`config.mk`:
```
export PLATFORM = sky130hd
export DESIGN_NAME = gray_step_monitor_flat
export DESIGN_NICKNAME = d
export VERILOG_FILES = /design/src/rtl/gray_step_monitor_if.sv /design/src/rtl/gray_step_monitor.sv /design/src/flat_wrapper.sv
export SDC_FILE = /design/constraint.sdc
export NUM_CORES = 1
export LEC_CHECK = 0
export ABC_CLOCK_PERIOD_IN_PS = 4300
export BUFFER_PORTS_ARGS = -buffer_cell sky130_fd_sc_hd__buf_2
export CORE_UTILIZATION = 35
export DETAILED_ROUTE_END_ITERATION = 7
export PLACE_DENSITY = 0.62
export RECOVER_POWER = 100
export SLEW_MARGIN = 20
export SYNTH_ARGS = -nofsm -noshare
export SYNTH_HDL_FRONTEND = slang
export SYNTH_SLANG_ARGS = --single-unit
```
`constraint.sdc`:
```
create_clock -name clk -period 4.3 [get_ports clk]
set_input_delay 1.29 -clock clk [delete_from_list [all_inputs] [get_ports clk]]
set_output_delay 1.29 -clock clk [all_outputs]
set_load 0.01 [all_outputs]
```
`src/rtl/gray_step_monitor_if.sv`:
```
// Gray step monitor bus: sample input, clear control and monitor results.
// The master side drives samples and clr; the slave side is the monitor.
interface gray_step_monitor_if #(
  parameter int WIDTH = 4,
  parameter int CNT_W = 8
);
  logic             clr;
  logic [WIDTH-1:0] gray_in;
  logic             gray_valid;
  logic [WIDTH-1:0] bin_out;
  logic             step_up;
  logic             step_down;
  logic             err_pulse;
  logic [CNT_W-1:0] pos_count;
  logic [CNT_W-1:0] err_count;

  modport master (
    output clr, gray_in, gray_valid,
    input  bin_out, step_up, step_down, err_pulse, pos_count, err_count
  );

  modport slave (
    input  clr, gray_in, gray_valid,
    output bin_out, step_up, step_down, err_pulse, pos_count, err_count
  );
endinterface

```
`src/rtl/gray_step_monitor.sv`:
```
// Gray step monitor: decodes Gray samples, classifies each accepted sample as
// a +1 step, a -1 step or an illegal jump relative to the last reference, and
// keeps a wrapping position counter and a saturating error counter.
// Optional feature macro: GRAY_MON_ERRCNT_EN includes the error counter;
// without it err_count is tied to zero (err_pulse and ERROR still work).
module gray_step_monitor #(
  parameter int WIDTH = 4,
  parameter int CNT_W = 8
) (
  input  logic                clk,
  input  logic                rst,
  gray_step_monitor_if.slave  bus
);

  typedef enum logic [1:0] {
    IDLE  = 2'd0,
    TRACK = 2'd1,
    ERROR = 2'd2
  } state_t;

  localparam logic [WIDTH-1:0] ONE_W = WIDTH'(1'b1);
  localparam logic [CNT_W-1:0] ONE_C = CNT_W'(1'b1);

  // Gray to binary: each binary bit is the XOR of all Gray bits at or above it.
  function automatic logic [WIDTH-1:0] gray2bin(input logic [WIDTH-1:0] g);
    logic [WIDTH-1:0] b;
    b = '0;
    b[WIDTH-1] = g[WIDTH-1];
    for (int i = WIDTH - 2; i >= 0; i--) begin
      b[i] = b[i+1] ^ g[i];
    end
    return b;
  endfunction

  state_t           state_r,     state_nxt_s;
  logic [WIDTH-1:0] ref_r,       ref_nxt_s;
  logic [WIDTH-1:0] bin_r,       bin_nxt_s;
  logic [CNT_W-1:0] pos_r,       pos_nxt_s;
  logic             step_up_r,   step_up_nxt_s;
  logic             step_down_r, step_down_nxt_s;
  logic             err_pulse_r, err_pulse_nxt_s;
  logic [WIDTH-1:0] dec_s;

  assign dec_s = gray2bin(bus.gray_in);

  // Next-state and next-output decision; clr outranks any same-cycle sample.
  always_comb begin
    state_nxt_s     = state_r;
    ref_nxt_s       = ref_r;
    bin_nxt_s       = bin_r;
    pos_nxt_s       = pos_r;
    step_up_nxt_s   = 1'b0;
    step_down_nxt_s = 1'b0;
    err_pulse_nxt_s = 1'b0;
    if (bus.clr) begin
      state_nxt_s = IDLE;
      pos_nxt_s   = '0;
    end else if (bus.gray_valid) begin
      case (state_r)
        IDLE, ERROR: begin
          // No trustworthy reference: take this sample as the new one.
          ref_nxt_s   = dec_s;
          bin_nxt_s   = dec_s;
          state_nxt_s = TRACK;
        end
        TRACK: begin
          if (dec_s == ref_r) begin
            state_nxt_s = TRACK;
          end else if (dec_s == ref_r + ONE_W) begin
            step_up_nxt_s = 1'b1;
            pos_nxt_s     = pos_r + ONE_C;
            ref_nxt_s     = dec_s;
            bin_nxt_s     = dec_s;
          end else if (dec_s == ref_r - ONE_W) begin
            step_down_nxt_s = 1'b1;
            pos_nxt_s       = pos_r - ONE_C;
            ref_nxt_s       = dec_s;
            bin_nxt_s       = dec_s;
          end else begin
            // Multi-bit jump: reference is no longer meaningful.
            err_pulse_nxt_s = 1'b1;
            bin_nxt_s       = dec_s;
            state_nxt_s     = ERROR;
          end
        end
        default: begin
          state_nxt_s = IDLE;
        end
      endcase
    end else begin
      state_nxt_s = state_r;
    end
  end

  // State, reference and registered outputs; rst outranks everything.
  always_ff @(posedge clk) begin
    if (rst) begin
      state_r     <= IDLE;
      ref_r       <= '0;
      bin_r       <= '0;
      pos_r       <= '0;
      step_up_r   <= 1'b0;
      step_down_r <= 1'b0;
      err_pulse_r <= 1'b0;
    end else begin
      state_r     <= state_nxt_s;
      ref_r       <= ref_nxt_s;
      bin_r       <= bin_nxt_s;
      pos_r       <= pos_nxt_s;
      step_up_r   <= step_up_nxt_s;
      step_down_r <= step_down_nxt_s;
      err_pulse_r <= err_pulse_nxt_s;
    end
  end

`ifdef GRAY_MON_ERRCNT_EN
  logic [CNT_W-1:0] err_cnt_r;

  // Saturating illegal-transition counter, cleared by rst or clr.
  always_ff @(posedge clk) begin
    if (rst) begin
      err_cnt_r <= '0;
    end else if (bus.clr) begin
      err_cnt_r <= '0;
    end else if (err_pulse_nxt_s && (err_cnt_r != '1)) begin
      err_cnt_r <= err_cnt_r + ONE_C;
    end else begin
      err_cnt_r <= err_cnt_r;
    end
  end

  assign bus.err_count = err_cnt_r;
`else
  assign bus.err_count = '0;
`endif

  assign bus.bin_out   = bin_r;
  assign bus.step_up   = step_up_r;
  assign bus.step_down = step_down_r;
  assign bus.err_pulse = err_pulse_r;
  assign bus.pos_count = pos_r;

endmodule
```
`src/flat_wrapper.sv`:
```
// flat-port wrapper written by rule: the top's interface ports become plain ports
module gray_step_monitor_flat 
#(
  parameter int WIDTH = 4,
  parameter int CNT_W = 8
)
  (clk, rst, bus_clr, bus_gray_in, bus_gray_valid, bus_bin_out, bus_step_up, bus_step_down, bus_err_pulse, bus_pos_count, bus_err_count);
  gray_step_monitor_if #(.WIDTH(WIDTH), .CNT_W(CNT_W)) bus_i ();
  input  logic clk;
  input  logic rst;
  input wire logic [$bits(bus_i.clr)-1:0] bus_clr;
  input wire logic [$bits(bus_i.gray_in)-1:0] bus_gray_in;
  input wire logic [$bits(bus_i.gray_valid)-1:0] bus_gray_valid;
  output wire logic [$bits(bus_i.bin_out)-1:0] bus_bin_out;
  output wire logic [$bits(bus_i.step_up)-1:0] bus_step_up;
  output wire logic [$bits(bus_i.step_down)-1:0] bus_step_down;
  output wire logic [$bits(bus_i.err_pulse)-1:0] bus_err_pulse;
  output wire logic [$bits(bus_i.pos_count)-1:0] bus_pos_count;
  output wire logic [$bits(bus_i.err_count)-1:0] bus_err_count;
  assign bus_i.clr = bus_clr;
  assign bus_i.gray_in = bus_gray_in;
  assign bus_i.gray_valid = bus_gray_valid;
  assign bus_bin_out = bus_i.bin_out;
  assign bus_step_up = bus_i.step_up;
  assign bus_step_down = bus_i.step_down;
  assign bus_err_pulse = bus_i.err_pulse;
  assign bus_pos_count = bus_i.pos_count;
  assign bus_err_count = bus_i.err_count;
  gray_step_monitor #(.WIDTH(WIDTH), .CNT_W(CNT_W)) u_core (.clk(clk), .rst(rst), .bus(bus_i));
endmodule
```
==> results of run 1 <==
## cell usage after synthesis, drive strengths merged (2+ instances only)
cell	n
nor3	5
o211a	2
or2	3
a211o	2
a21oi	12
and2	3
nand2b	3
xnor2	7
xor2	11
nor2	12
inv	5
clkbuf	2
o31ai	3
dfxtp	21
a21boi	2
or3	5
o21ai	4
nand2	9
buf	13
a21o	4
mux2i	9
nand3	4
and3b	3
ha	8
## stage by stage
step	setup WS [ps]	instance area [um2]	power, uW
after detailed placement	133	1610	357
after global placement	249	1610	355
after floorplan	368	1520	331
after CTS	402	1650	489
after global routing	147	1620	506
final	371	1620	475
## how the worst max path moves through the flow
stage	startpoint	depth (start not counted)	endpoint
3_5_place_dp	bus_gray_in[3]	11	u_core.bus.pos_count[7]
4_1_cts	bus_gray_in[3]	11	u_core.bus.pos_count[7]
2_1_floorplan	bus_gray_in[3]	12	u_core.bus.pos_count[7]
6_report	bus_gray_in[3]	11	u_core.bus.pos_count[7]
3_3_place_gp	bus_gray_in[3]	12	u_core.bus.pos_count[7]
5_1_grt	bus_gray_in[3]	11	u_core.bus.pos_count[7]
## worst reg2reg max path, cell delays in order, from the launching register on
cell     delay (ps)
dfxtp_1         430
inv_1            90
ha_1            340
xor2_1          160
or3_1           320
a21oi_2         150
nand2_1         220
ha_1            400
a21o_1          200
a21oi_1         180
a21oi_1          90
or3b_1          370
a21oi_1         160
mux2i_1         220
## cells in the final DEF (no fill, tap or decap), types with 4 or more instances in the layout
cell type	count
xor2_1	9
dfxtp_1	21
nor2_1	12
nand2_1	9
nand3_1	4
mux2i_1	9
or3_1	4
ha_1	8
a21o_1	4
nor3_1	5
clkbuf_1	18
xnor2_1	7
inv_1	5
buf_2	7
o21ai_0	4
a21oi_1	10
conb_1	8
## power by group through the flow
stage                     combinational [uW]  clock (uW)  sequential (uW)
after floorplan                          118           0              213
after global placement                   140           0              215
after detailed placement                 142           0              215
after CTS                                142         137              210
after global routing                     151         144              212
final                                    134         130              210
## cell families (layout without fill, tap and decap cells)
kind of cell | Yosys count | count (layout) | synth area share (%)
mux | 9 | 9 | 6.02
compound gates | 34 | 34 | 16.6
xor+xnor | 19 | 19 | 13.1
flops | 21 | 21 | 28.1
other cells | 1 | 8 | 0.251
simple gates | 53 | 53 | 19.7
fa+ha+maj | 9 | 9 | 8.03
buf+inv | 20 | 33 | 8.11
## layout make-up
type / instances / area (um2)
timing repair buffer: 24 / 98.8
sequential: 21 / 420
multi-input combinational: 132 / 970
tap: 50 / 62.6
fill: 419 / 2440
inverter: 5 / 18.8
clock buffer: 4 / 45.0
## flip-flops by register name, indices dropped and copies added, names as in the netlist
name and cells:
u_core.bus.step_up 1, u_core.bus.err_pulse 1, u_core.bus.bin_out 4, u_core.state_r 2
u_core.bus.pos_count 8, u_core.bus.step_down 1, u_core.ref_r 4
## metal layers
| layer | GRT usage [%] | wire length [um] |
|---|---|---|
| met5 | 0 | 0 |
| met4 | 3.19 | 22 |
| met3 | 4.05 | 112 |
| met2 | 22.1 | 1170 |
| met1 | 17.4 | 1400 |
==> flow_metrics.tcl, run 1 <==
set metrics [dict create \
    status "finished, final reports clean" \
    reg2reg_slack_ps 890 \
    synth.largest_area_cell "dfxtp_1" \
    core_mm2 0.00406 \
    clockBufferDepth 2 \
    ys_seq_area_share_pct 28.1 \
    drv_slew 0 \
    dieWidth_um 67.4 \
    vias 1145 \
    grt_max_degree 13 \
    first_pass_iters 4 \
    routed_via_density 4.85 \
    ys_seq_elements 21 \
    worstHoldEndpoint "u_core.bus.bin_out[0]" \
    max_stage_delay_ps 560 \
    cts.repair.resized 0 \
    holdPathStages 2 \
    dpl.cell_count 232 \
    area_delta_synth_final_pct 7.94 \
    finalHoldViolations 0 \
    p_seq_share_pct 44.3 \
    drt-total-wl_um 2710 \
    path_class "in -> reg" \
    crit_family "XOR/XNOR gates" \
    rsz0062_at_grt "false" \
    drc 0 \
    synthDistinctLibCells 49 \
    slew_headroom_pct 41.5 \
    critPathMaxFanout 9 \
    utilization_pct 39.8 \
    nets 204 \
    cp_num_buf_inv 1 \
    crit_path_end_kind "flip-flop" \
    r2r-start "u_core.ref_r[0]" \
    ys_warn_count 0 \
    cts_hold_buf 0 \
    insertion_delay_ps 260 \
    place_congestion 0.757 \
    cts_made_buffers 3 \
    finClkSkew_ps 3.75 \
    critPathRequiredTime_ps 4480 \
    hpwl_um 2150 \
    fmax_mhz 255 \
    worstPathArrival_ps 4110 \
    synth_edf_count 0 \
    grt_usage_pct 13.6 \
    diodes 0 \
    finalSetupTns_ps 0 \
    crit_top_cell "a21oi_1" \
    rr_worst_depth 13 \
    whs_ps 457 \
    p_comb_share_pct 28.3 \
    overflow 0 \
    initial_core_util_pct 36.9 \
    syn-cell-area_mm2 0.00150 \
    post-cts-setup-buffer-count 0 \
    finalCritPeriodShare_pct 91.4 \
    placementRows 23 \
    netlist.area_leader.share_pct 28.1 \
    p_sw_share_pct 31.0 \
    ys_async_sr_fraction_pct 0 \
    drive_gt1_share_pct 9.68 \
    p_leak_uw 0.000737 \
    final-setup-viol-count 0 \
    cts.sinks 21 \
    r2r_end "u_core.bus.pos_count[7]" \
    dieArea_mm2 0.00454 \
    first_iter_violations 36 \
    io_pins 31 \
    synth_top_cells_by_area "dfxtp_1 (28%), ha_1 (6.7%), mux2i_1 (6.0%)" \
    grt_pass1_vias 1045 \
    tightest_slew_ps 876 \
    grt_pass1_wl_um 4660 \
    tritoncts "done" \
    finalCriticalPeriod_ps 3930 \
    cp_slowest_cell "xnor3_1" \
    cp-start-kind "input pin" \
    wire_per_inst_um 11.5 \
    clk_pin_slew_worst_paths_ps 80 \
    hp-start "u_core.bus.bin_out[0]" \
    die_y_um 67.4 \
    cp_cell_sequence "buf_2, xnor3_1, xor2_2, nand2_1, ha_1, a21o_1, a21oi_1, a21oi_1, or3b_1, a21oi_1, mux2i_1" \
    p_int_uw 327 \
    portBuffers 22 \
    power.density_mw_per_mm2 294 \
    maxCapViolCount 0 \
    synthFlopType "dfxtp_1" \
    htreeDepth 1 \
    final_cells 236 \
    antenna_left 0 \
    synth_area_per_cell_um2 9.01 \
    vdd_drop_max_mv 0.161 \
    antenna_found_initial 0 \
    pwr-share-clk_pct 27.4 \
    hold_class "reg -> reg" \
    cts-root-buf "clkbuf_8" \
    p_sw_uw 147 \
    syn_inst 166 \
]
Note: power is estimated with default switching activity, not from simulation.
==> run 2, diff against run 1 <==
==> constraint.sdc (replaced) <==
create_clock -name clk -period 4.3 [get_ports clk]
set_input_delay 0.215 -clock clk [delete_from_list [all_inputs] [get_ports clk]]
set_output_delay 0.215 -clock clk [all_outputs]
set_load 0.01 [all_outputs]
==> flow_metrics.tcl, run 2 (same netlist as run 1, synthesis figures left out) <==
set metrics [dict create \
    first_pass_iters 4 \
    r2r-start "u_core.ref_r[0]" \
    path_class "reg -> reg" \
    final_cell_mix "dfxtp_1 (21), clkbuf_1 (15), nor2_1 (12)" \
    p_seq_share_pct 45.0 \
    worstPathArrival_ps 3820 \
    cts-root-buf "clkbuf_8" \
    met3_usage_pct 3.04 \
    p_comb_share_pct 26.8 \
    first_iter_violations 43 \
    drc 0 \
    holdPathStages 2 \
    post-cts-setup-buffer-count 0 \
    finalCriticalPeriod_ps 3620 \
    cp_cell_sequence "inv_1, ha_1, xor2_1, or3_1, a21oi_1, nand2_1, ha_1, a21o_1, a21oi_1, a21oi_1, or3b_1, a21oi_1, mux2i_1" \
    grt_usage_pct 12.8 \
    cts_made_buffers 3 \
    grtUsageMet2_pct 20.6 \
    hpwl_um 2120 \
    diodes 0 \
    antenna_left 0 \
    power.density_mw_per_mm2 293 \
    whs_ps 228 \
    layout_commonest_cell "dfxtp_1" \
    tritoncts "done" \
    max_stage_delay_ps 410 \
    cp-start-kind "flip-flop" \
    crit_top_cell "a21oi_1" \
    place_congestion 0.791 \
    tightest_slew_ps 821 \
    maxCapViolCount 0 \
    routed_via_density 4.80 \
    clockBufferDepth 2 \
    drv_slew 0 \
    overflow 0 \
    grt_max_degree 13 \
    finalHoldViolations 0 \
    critPathMaxFanout 7 \
    fmax_mhz 276 \
    status "finished, final reports clean" \
    drive_gt1_share_pct 10.3 \
    drt-total-wl_um 2690 \
    htreeDepth 1 \
    p_leak_uw 0.000731 \
    finClkSkew_ps 3.62 \
    insertion_delay_ps 260 \
    antenna_found_initial 0 \
    rr_worst_depth 13 \
    hp-start "bus_gray_valid" \
    core_mm2 0.00406 \
    worstHoldEndpoint "u_core.state_r[0]" \
    initial_core_util_pct 36.9 \
    dieWidth_um 67.4 \
    p_sw_share_pct 31.4 \
    grt_busiest_layer "met2" \
    clk_pin_slew_worst_paths_ps 80 \
    hold_class "in -> reg" \
    vias 1123 \
    largest_reg_flops 8 \
    finalSetupTns_ps 0 \
    use_met1_pct 17.2 \
    slew_headroom_pct 45.2 \
    cts.sinks 21 \
    vdd_drop_max_mv 0.187 \
    finalCritPeriodShare_pct 84.3 \
    p_sw_uw 147 \
    io_pins 31 \
    crit_path_end_kind "flip-flop" \
    cts_hold_buf 0 \
    p_int_uw 320 \
    pwr-share-clk_pct 28.2 \
    reg2reg_slack_ps 680 \
    portBuffers 22 \
    final-setup-viol-count 0 \
    r2r_end "u_core.bus.pos_count[7]" \
    area_delta_synth_final_pct 6.52 \
    cp_slowest_cell "dfxtp_1" \
    placementRows 23 \
    grt_pass1_vias 1023 \
    grt_pass1_wl_um 4470 \
    critPathRequiredTime_ps 4500 \
    wire_per_inst_um 11.5 \
    p_total_uw 467 \
    cts.repair.resized 0 \
    nets 202 \
    dieArea_mm2 0.00454 \
    rsz0062_at_grt "false" \
    die_y_um 67.4 \
]
==> run 2: stage by stage <==
step                cell area (um2)  cells  utilization, %  setup slack, ps
global placement               1590    230            39.3              949
global route                   1590    234            39.3              390
floorplan                      1520    173               -             1120
CTS                            1640    234            40.4              834
finish                         1590    234            39.3              677
detailed placement             1590    230            39.3              855
==> run 2: critical path: cells and delay by family (launching register included) <==
kind                       cells  cell delay [ps]
buffers and inverters          1               80
AOI/OAI and AO/OA              5             1000
DFF                            1              410
and+or+nand+nor                3              970
adders and majority gates      2              740
muxes                          1              190
xor gates and xnor gates       1              160
==> run 2: how the worst max path moves through the flow <==
stage	startpoint	cells past startpoint	endpoint	slack, ps
floorplan	u_core.ref_r[0]	13	u_core.bus.pos_count[7]	1120
global placement	u_core.ref_r[0]	13	u_core.bus.pos_count[7]	950
detailed placement	u_core.ref_r[0]	13	u_core.bus.pos_count[7]	850
CTS	u_core.ref_r[0]	13	u_core.bus.pos_count[7]	830
global route	u_core.ref_r[0]	13	u_core.bus.pos_count[7]	390
finish	u_core.ref_r[0]	13	u_core.bus.pos_count[7]	680
==> run 2: layout make-up <==
class / count / area [um2]
flip-flops and latches: 21 / 420
inverters: 5 / 18.8
clock inverters: 1 / 5.00
fillers: 432 / 2460
repair buffers: 22 / 91.3
clock buffers: 3 / 41.3
well taps: 50 / 62.6
multi-input cells: 132 / 955
==> run 2: per-layer routing <==
metal	vias to the layer above	part of all wire (%)
met5	-	0
met4	0	0.63
met3	2	3.9
met2	20	44
met1	509	52
li1	592	-
==> run 2: power by group through the flow <==
stage	Clock, uW	Sequential, uW	Combinational [uW]
5_1_grt	144	211	142
4_1_cts	135	210	137
2_1_floorplan	0	213	118
3_3_place_gp	0	214	136
6_report	132	210	125
3_5_place_dp	0	214	136
